[config.mk]
export PLATFORM = sky130hd
export DESIGN_NAME = conv_mac_pipe_flat
export DESIGN_NICKNAME = d
export VERILOG_FILES = /design/src/rtl/conv_mac_pipe_if.sv /design/src/rtl/conv_mac_pipe.sv /design/src/flat_wrapper.sv
export SDC_FILE = /design/constraint.sdc
export NUM_CORES = 2
export LEC_CHECK = 0
export BUFFER_PORTS_ARGS = -buffer_cell sky130_fd_sc_hd__buf_2
export CAP_MARGIN = 20
export CORE_ASPECT_RATIO = 2
export CORE_MARGIN = 4
export CORE_UTILIZATION = 70
export CTS_BUF_LIST = sky130_fd_sc_hd__clkbuf_16
export CTS_CLUSTER_DIAMETER = 200
export CTS_CLUSTER_SIZE = 24
export DETAILED_ROUTE_END_ITERATION = 10
export PLACE_DENSITY = 0.89
export SETUP_SLACK_MARGIN = 0.02
export SLEW_MARGIN = 10
export SYNTH_ARGS = -nofsm -noshare
export SYNTH_HDL_FRONTEND = slang
export SYNTH_SLANG_ARGS = --single-unit
[constraint.sdc]
create_clock -name clk -period 8.83 [get_ports clk]
set_clock_uncertainty 0.15 [all_clocks]
set_input_delay 0.4415 -clock clk [delete_from_list [all_inputs] [get_ports clk]]
set_output_delay 0.4415 -clock clk [all_outputs]
set_load 0.05 [all_outputs]
[src/rtl/conv_mac_pipe_if.sv]
// Window stream, result stream and kernel-write bundle for conv_mac_pipe.
// The engine is the slave; the window generator / pixel writer side is the master.
interface conv_mac_pipe_if #(
  parameter int TAPS   = 9,
  parameter int DATA_W = 8,
  parameter int COEF_W = 8,
  parameter int OUT_W  = 8,
  parameter int ACC_W  = DATA_W + COEF_W + $clog2(TAPS)
);
  localparam int ADDR_W = (TAPS > 1) ? $clog2(TAPS) : 1;

  logic                     k_wr_en;
  logic [ADDR_W-1:0]        k_addr;
  logic [COEF_W-1:0]        k_data;
  logic [4:0]               shift;
  logic                     in_valid;
  logic                     in_ready;
  logic [TAPS*DATA_W-1:0]   in_win;
  logic                     out_valid;
  logic                     out_ready;
  logic [OUT_W-1:0]         out_pix;
  logic                     out_sat;
  logic [ACC_W-1:0]         out_acc;

  modport master (
    output k_wr_en, k_addr, k_data, shift, in_valid, in_win, out_ready,
    input  in_ready, out_valid, out_pix, out_sat, out_acc
  );

  modport slave (
    input  k_wr_en, k_addr, k_data, shift, in_valid, in_win, out_ready,
    output in_ready, out_valid, out_pix, out_sat, out_acc
  );
endinterface

[src/rtl/conv_mac_pipe.sv]
// Three-stage multiply-accumulate engine for sliding-window convolution:
// per-tap products, adder-tree sum, then right-shift with output saturation.
module conv_mac_pipe #(
  parameter int TAPS   = 9,
  parameter int DATA_W = 8,
  parameter int COEF_W = 8,
  parameter int OUT_W  = 8,
  parameter int ACC_W  = DATA_W + COEF_W + $clog2(TAPS)
) (
  input logic            clk,
  input logic            rst,
  conv_mac_pipe_if.slave bus
);
  localparam int PROD_W = DATA_W + COEF_W;
  localparam int CMP_W  = (ACC_W > OUT_W) ? ACC_W : OUT_W;

  logic [COEF_W-1:0] kern [TAPS];

  logic [PROD_W-1:0] s1_prod [TAPS];
  logic [4:0]        s1_shift;
  logic              s1_valid;

  logic [ACC_W-1:0]  s2_acc;
  logic [4:0]        s2_shift;
  logic              s2_valid;

  logic              out_valid_q;
  logic [OUT_W-1:0]  out_pix_q;
  logic              out_sat_q;
  logic [ACC_W-1:0]  out_acc_q;

  logic              adv;
  logic [ACC_W-1:0]  tree_sum;
  logic [CMP_W-1:0]  shifted;
  logic              sat_next;
  logic [OUT_W-1:0]  pix_next;

  // Global stall: every stage moves together whenever the output slot frees up.
  assign adv          = !out_valid_q || bus.out_ready;
  assign bus.in_ready = adv;

  // Kernel writes ignore the stall, so coefficients can be reloaded mid-stream.
  always_ff @(posedge clk) begin
    if (rst) begin
      for (int i = 0; i < TAPS; i++) kern[i] <= '0;
    end else if (bus.k_wr_en && (int'(bus.k_addr) < TAPS)) begin
      kern[bus.k_addr] <= bus.k_data;
    end
  end

  always_ff @(posedge clk) begin
    if (rst) begin
      s1_valid <= 1'b0;
      s1_shift <= '0;
      for (int i = 0; i < TAPS; i++) s1_prod[i] <= '0;
    end else if (adv) begin
      s1_valid <= bus.in_valid;
      if (bus.in_valid) begin
        s1_shift <= bus.shift;
        for (int i = 0; i < TAPS; i++)
          s1_prod[i] <= PROD_W'(bus.in_win[i*DATA_W +: DATA_W]) * PROD_W'(kern[i]);
      end
    end
  end

  // ACC_W carries log2(TAPS) guard bits, so this sum can never wrap.
  always_comb begin
    tree_sum = '0;
    for (int i = 0; i < TAPS; i++) tree_sum = tree_sum + ACC_W'(s1_prod[i]);
  end

  always_ff @(posedge clk) begin
    if (rst) begin
      s2_valid <= 1'b0;
      s2_acc   <= '0;
      s2_shift <= '0;
    end else if (adv) begin
      s2_valid <= s1_valid;
      s2_acc   <= tree_sum;
      s2_shift <= s1_shift;
    end
  end

  // Shifts past the accumulator width naturally produce zero and never saturate.
  always_comb begin
    shifted  = CMP_W'(s2_acc) >> s2_shift;
    sat_next = shifted > CMP_W'({OUT_W{1'b1}});
    pix_next = sat_next ? {OUT_W{1'b1}} : shifted[OUT_W-1:0];
  end

  always_ff @(posedge clk) begin
    if (rst) begin
      out_valid_q <= 1'b0;
      out_pix_q   <= '0;
      out_sat_q   <= 1'b0;
      out_acc_q   <= '0;
    end else if (adv) begin
      out_valid_q <= s2_valid;
      out_pix_q   <= pix_next;
      out_sat_q   <= sat_next;
      out_acc_q   <= s2_acc;
    end
  end

  assign bus.out_valid = out_valid_q;
  assign bus.out_pix   = out_pix_q;
  assign bus.out_sat   = out_sat_q;
  assign bus.out_acc   = out_acc_q;
endmodule

[src/flat_wrapper.sv]
// flat-port wrapper written by rule: the top's interface ports become plain ports
module conv_mac_pipe_flat 
#(
  parameter int TAPS   = 9,
  parameter int DATA_W = 8,
  parameter int COEF_W = 8,
  parameter int OUT_W  = 8,
  parameter int ACC_W  = DATA_W + COEF_W + $clog2(TAPS)
)
  (clk, rst, bus_k_wr_en, bus_k_addr, bus_k_data, bus_shift, bus_in_valid, bus_in_win, bus_out_ready, bus_in_ready, bus_out_valid, bus_out_pix, bus_out_sat, bus_out_acc);
  conv_mac_pipe_if #(.TAPS(TAPS), .DATA_W(DATA_W), .COEF_W(COEF_W), .OUT_W(OUT_W), .ACC_W(ACC_W)) bus_i ();
  input logic clk;
  input logic rst;
  input wire logic [$bits(bus_i.k_wr_en)-1:0] bus_k_wr_en;
  input wire logic [$bits(bus_i.k_addr)-1:0] bus_k_addr;
  input wire logic [$bits(bus_i.k_data)-1:0] bus_k_data;
  input wire logic [$bits(bus_i.shift)-1:0] bus_shift;
  input wire logic [$bits(bus_i.in_valid)-1:0] bus_in_valid;
  input wire logic [$bits(bus_i.in_win)-1:0] bus_in_win;
  input wire logic [$bits(bus_i.out_ready)-1:0] bus_out_ready;
  output wire logic [$bits(bus_i.in_ready)-1:0] bus_in_ready;
  output wire logic [$bits(bus_i.out_valid)-1:0] bus_out_valid;
  output wire logic [$bits(bus_i.out_pix)-1:0] bus_out_pix;
  output wire logic [$bits(bus_i.out_sat)-1:0] bus_out_sat;
  output wire logic [$bits(bus_i.out_acc)-1:0] bus_out_acc;
  assign bus_i.k_wr_en = bus_k_wr_en;
  assign bus_i.k_addr = bus_k_addr;
  assign bus_i.k_data = bus_k_data;
  assign bus_i.shift = bus_shift;
  assign bus_i.in_valid = bus_in_valid;
  assign bus_i.in_win = bus_in_win;
  assign bus_i.out_ready = bus_out_ready;
  assign bus_in_ready = bus_i.in_ready;
  assign bus_out_valid = bus_i.out_valid;
  assign bus_out_pix = bus_i.out_pix;
  assign bus_out_sat = bus_i.out_sat;
  assign bus_out_acc = bus_i.out_acc;
  conv_mac_pipe #(.TAPS(TAPS), .DATA_W(DATA_W), .COEF_W(COEF_W), .OUT_W(OUT_W), .ACC_W(ACC_W)) u_core (.clk(clk), .rst(rst), .bus(bus_i));
endmodule
==> flow_summary_export.csv <==
group,metric,value,unit
status,run_status,"completed",
routing,vias,25100,
setup_path,cp.buffers_inverters,2,
grt,grt_antenna_before_repair,2,
sta,final.hold.worst_slack,214,ps
place,gp_congestion,0.982,
sta,number_of_hold_violations_in_the_final_report,0,
setup_path,crit_path_top_delay_cell,"sky130_fd_sc_hd__fa_1",
floorplanning,floorplan.initialDensity,70.7,%
floorplanning,die-width,162,microns
setup_path,kind_of_critical_path,"flop to flop",
synthesis,synth_top_flop_cell,"sky130_fd_sc_hd__edfxtp_1",
synthesis,number_of_flops_mapped_to_enable_cells_by_yosys,216,
routing,drt.antenna.violating_nets,0,
sta,worstMarginPinSlew,1010,ps
power_and_ir_drop,highest_ir_drop_seen_on_vdd,0.835,mV
synthesis,postSynthNetCount,4307,
floorplanning,fp.dieH,315,microns
grt,grt-ovfl-total,0,
cts,clock_network_latency_to_the_later_pin_of_the_worst_skew_pair,530,ps
sta,grt_setup_unrepaired,"false",
power_and_ir_drop,leakagePower,17.0,nW
routing,detail_route.wirelength,82400,microns
synthesis,synthArstFlopShare,0,%
cts,cts.htree.levels,1,
flow_run,timing.max_cap.violations,0,
synthesis,number_of_instances_in_the_synthesized_netlist,3432,
place,dp_hpwl,67200,microns
routing,detail_route.iter0.violations,1889,
cts,cts_max_path_buffers,3,
routing,drcViolationCount,0,
cts,cts.sink_count,278,
place,buffer_ports.inserted,124,
sta,maxSlewViolCount,0,
sta,post-route-min-period,6240,ps
sta,timing.fmax,160,MHz
finish,final_core_utilization,74.5,%
cts,clk_pin_slew_worst_paths,100,ps
cts,cts.root.buffer_cell,"sky130_fd_sc_hd__clkbuf_16",
synthesis,synth.yosys.seq_area_share,23.4,%
synthesis,yosys.cell_types.count,69,
routing,avgViaCountPerCell,6.03,
finish,ant_diodes,0,
routing,routed_met1_length,26800,microns
grt,first_global_vias,26500,
sta,report.final.setup_viol,0,
cts,post-cts-setup-buffers,0,
routing,met3_wirelength,4730,microns
grt,grt_first_pass_wirelength,133000,microns
worst_hold_path,hold_path.class,"input pin to flop",
setup_path,critical-path-top-delay-family,"compound AO/OA/AOI/OAI gates",
finish,post_route_cells_drive_above_1_share,5.20,%
floorplanning,die_area,50900,sq um
sta,totalNegativeSetupSlack,0,ps
routing,drtPass1Iterations,6,
routing,wl_met2,44600,microns
floorplanning,ioPinCount,125,
setup_path,worst-endpoint-arrival,6500,ps
setup_path,cp-start-kind,"flop",
setup_path,r2r_slack,2590,ps
setup_path,critPathRequiredTime,9090,ps
finish,num-nets-final,4404,
grt,grt_start_max_net_pins,78,
finish,area_overhead_vs_synth,5.32,%
cts,cts_made_buffers,15,
floorplanning,fp.coreArea,46700,sq um
setup_path,cell_chain_of_the_critical_path,"ha_1 > a211o_1 > a21oi_1 > o21ai_1 > a2111o_1 > a21oi_1 > xnor2_1 > fa_1 > inv_1 > fa_1 > fa_1 > inv_1 > fa_1 > ha_1 > and4_1 > a31oi_1 > a211oi_1 > o211a_1 > a2111oi_0",
sta,timing.slew.headroom,32.7,%
synthesis,post_synth_instance_area,33000,sq um
setup_path,largest_stage_delay_worst_path,500,ps
cts,tritoncts,"built",
sta,final.period_utilization,70.6,%
setup_path,path_common_cell,"sky130_fd_sc_hd__fa_1",
routing,highest_layer,"met5",
routing,wl_per_cell,19.8,microns
synthesis,yosys_warnings,0,
setup_path,critical_path.max_fanout,6,
floorplanning,core.rowCount,112,
synthesis,synth_seq_cells,278,
finish,fillCellCount,3243,
setup_path,worstSetupEndpointType,"flop",
power_and_ir_drop,p_per_area,376,nW/um^2
grt,global_route.usage.total,33.0,%
synthesis,postSynthAreaPerCell,9.62,sq um
flip-flops by register name (all words and copies together), names as in the netlist:
name,flops
u_core.s1_valid,1
u_core.bus.out_sat,1
u_core.bus.out_valid,1
u_core.kern,72
u_core.s1_shift,5
u_core.s2_acc,20
u_core.bus.out_pix,8
u_core.s2_valid,1
u_core.bus.out_acc,20
u_core.s2_shift,5
u_core.s1_prod,144
power by group:
part | internal [W] | switching (W)
registers | 0.00175 | 0.000246
clock network | 0.000318 | 0.000444
logic | 0.00434 | 0.00596
total | 0.00641 | 0.00665
synthesized netlist by cell type, types with 5 or more instances:
cell type	count	area (sq um)
sky130_fd_sc_hd__fa_1	420	8410
sky130_fd_sc_hd__a22o_1	6	52.6
sky130_fd_sc_hd__and3_1	55	344
sky130_fd_sc_hd__buf_1	10	37.5
sky130_fd_sc_hd__a21o_1	17	128
sky130_fd_sc_hd__a21oi_1	142	711
sky130_fd_sc_hd__nand2_1	407	1530
sky130_fd_sc_hd__nor3b_1	16	120
sky130_fd_sc_hd__nand2b_1	24	150
sky130_fd_sc_hd__o21ai_1	48	240
sky130_fd_sc_hd__nor4_1	9	56.3
sky130_fd_sc_hd__and2_1	390	2440
sky130_fd_sc_hd__or3_1	13	81.3
sky130_fd_sc_hd__ha_1	361	4520
sky130_fd_sc_hd__dfxtp_1	62	1240
sky130_fd_sc_hd__clkbuf_1	48	180
sky130_fd_sc_hd__xor2_1	44	385
sky130_fd_sc_hd__nor3_1	69	345
sky130_fd_sc_hd__o211ai_1	20	150
sky130_fd_sc_hd__o22ai_1	9	56.3
sky130_fd_sc_hd__xnor2_1	20	175
sky130_fd_sc_hd__mux2i_1	27	270
sky130_fd_sc_hd__nor2_1	146	548
sky130_fd_sc_hd__edfxtp_1	216	6490
sky130_fd_sc_hd__o31ai_1	9	67.6
sky130_fd_sc_hd__o21a_1	50	375
sky130_fd_sc_hd__o21ai_0	24	120
sky130_fd_sc_hd__o2111ai_1	6	52.6
sky130_fd_sc_hd__nor2b_1	25	156
sky130_fd_sc_hd__nand3_1	18	90.1
sky130_fd_sc_hd__or2_1	9	56.3
sky130_fd_sc_hd__and4b_1	5	50.1
sky130_fd_sc_hd__a31oi_1	9	56.3
sky130_fd_sc_hd__a211oi_1	14	105
sky130_fd_sc_hd__inv_1	581	2180
sky130_fd_sc_hd__nand3b_1	10	75.1
sky130_fd_sc_hd__mux4_2	14	315
sky130_fd_sc_hd__a21boi_1	9	67.6
sky130_fd_sc_hd__or4_1	9	67.6
cell families after synthesis:
family                   synth area share, %
adder cells (fa/ha/maj)                 39.2
flip-flops                              23.4
buffers and inverters                   7.39
XOR/XNOR                                1.70
AO/OA/AOI/OAI                           7.52
AND/OR/NAND/NOR                         18.9
multiplexers                            1.94
per-layer routing:
| layer | vias to the layer above | global-route usage, % |
|---|---|---|
| met2 | 1014 | 61.9 |
| li1 | 11300 | - |
| met3 | 327 | 4.36 |
| met1 | 12400 | 34.5 |
| met4 | 2 | 20.0 |
| met5 | - | 0 |
placed cells by master, fill, tap and decap left out, types with 50 or more instances in the layout:
cell,synthesis,final
sky130_fd_sc_hd__inv_1,581,589
sky130_fd_sc_hd__fa_1,420,420
sky130_fd_sc_hd__nand2_1,407,406
sky130_fd_sc_hd__and2_1,390,389
sky130_fd_sc_hd__ha_1,361,361
sky130_fd_sc_hd__edfxtp_1,216,216
sky130_fd_sc_hd__nor2_1,146,145
sky130_fd_sc_hd__a21oi_1,142,142
sky130_fd_sc_hd__buf_2,1,124
sky130_fd_sc_hd__nor3_1,69,69
sky130_fd_sc_hd__dfxtp_1,62,62
sky130_fd_sc_hd__and3_1,55,55
sky130_fd_sc_hd__o21a_1,50,50
timing repair:
| item | 4_1_cts | 5_1_grt |
|---|---|---|
| hold endpoints to repair | 5 | 0 |
| hold buffers | 5 | 0 |
| resized for setup | 0 | 0 |
area by class of cell:
cell class | instances | area [sq um] | share of cell area (%)
multi-input combinational | 2507 | 22900 | 65.8
sequential | 278 | 7730 | 22.2
inverter | 587 | 2210 | 6.36
tap | 627 | 785 | 2.26
timing repair buffer | 140 | 753 | 2.17
clock buffer | 15 | 375 | 1.08
clock inverter | 11 | 53.8 | 0.155
final timing paths:
path	start	to	cells after the start
setup / recovery	u_core.s1_prod[0][17]	u_core.s2_acc[17]	19
hold / removal	bus_in_win[24]	u_core.s1_prod[0][48]	2
setup reg to reg	u_core.s1_prod[0][17]	u_core.s2_acc[17]	19
hold reg to reg	u_core.bus.out_acc[13]	u_core.bus.out_acc[13]	2
through the flow:
stage	std cells	setup slack (ps)	cell area (sq um)	power, W
final	4165	2590	34800	0.0131
after global routing	4165	2270	34800	0.0144
after CTS	4165	2650	34800	0.0129
after detailed placement	4134	2700	34300	0.0121
after global placement	4133	2870	34300	0.0117
after floorplan	3432	3210	33000	0.00974
(Power assumes the default switching activity.)
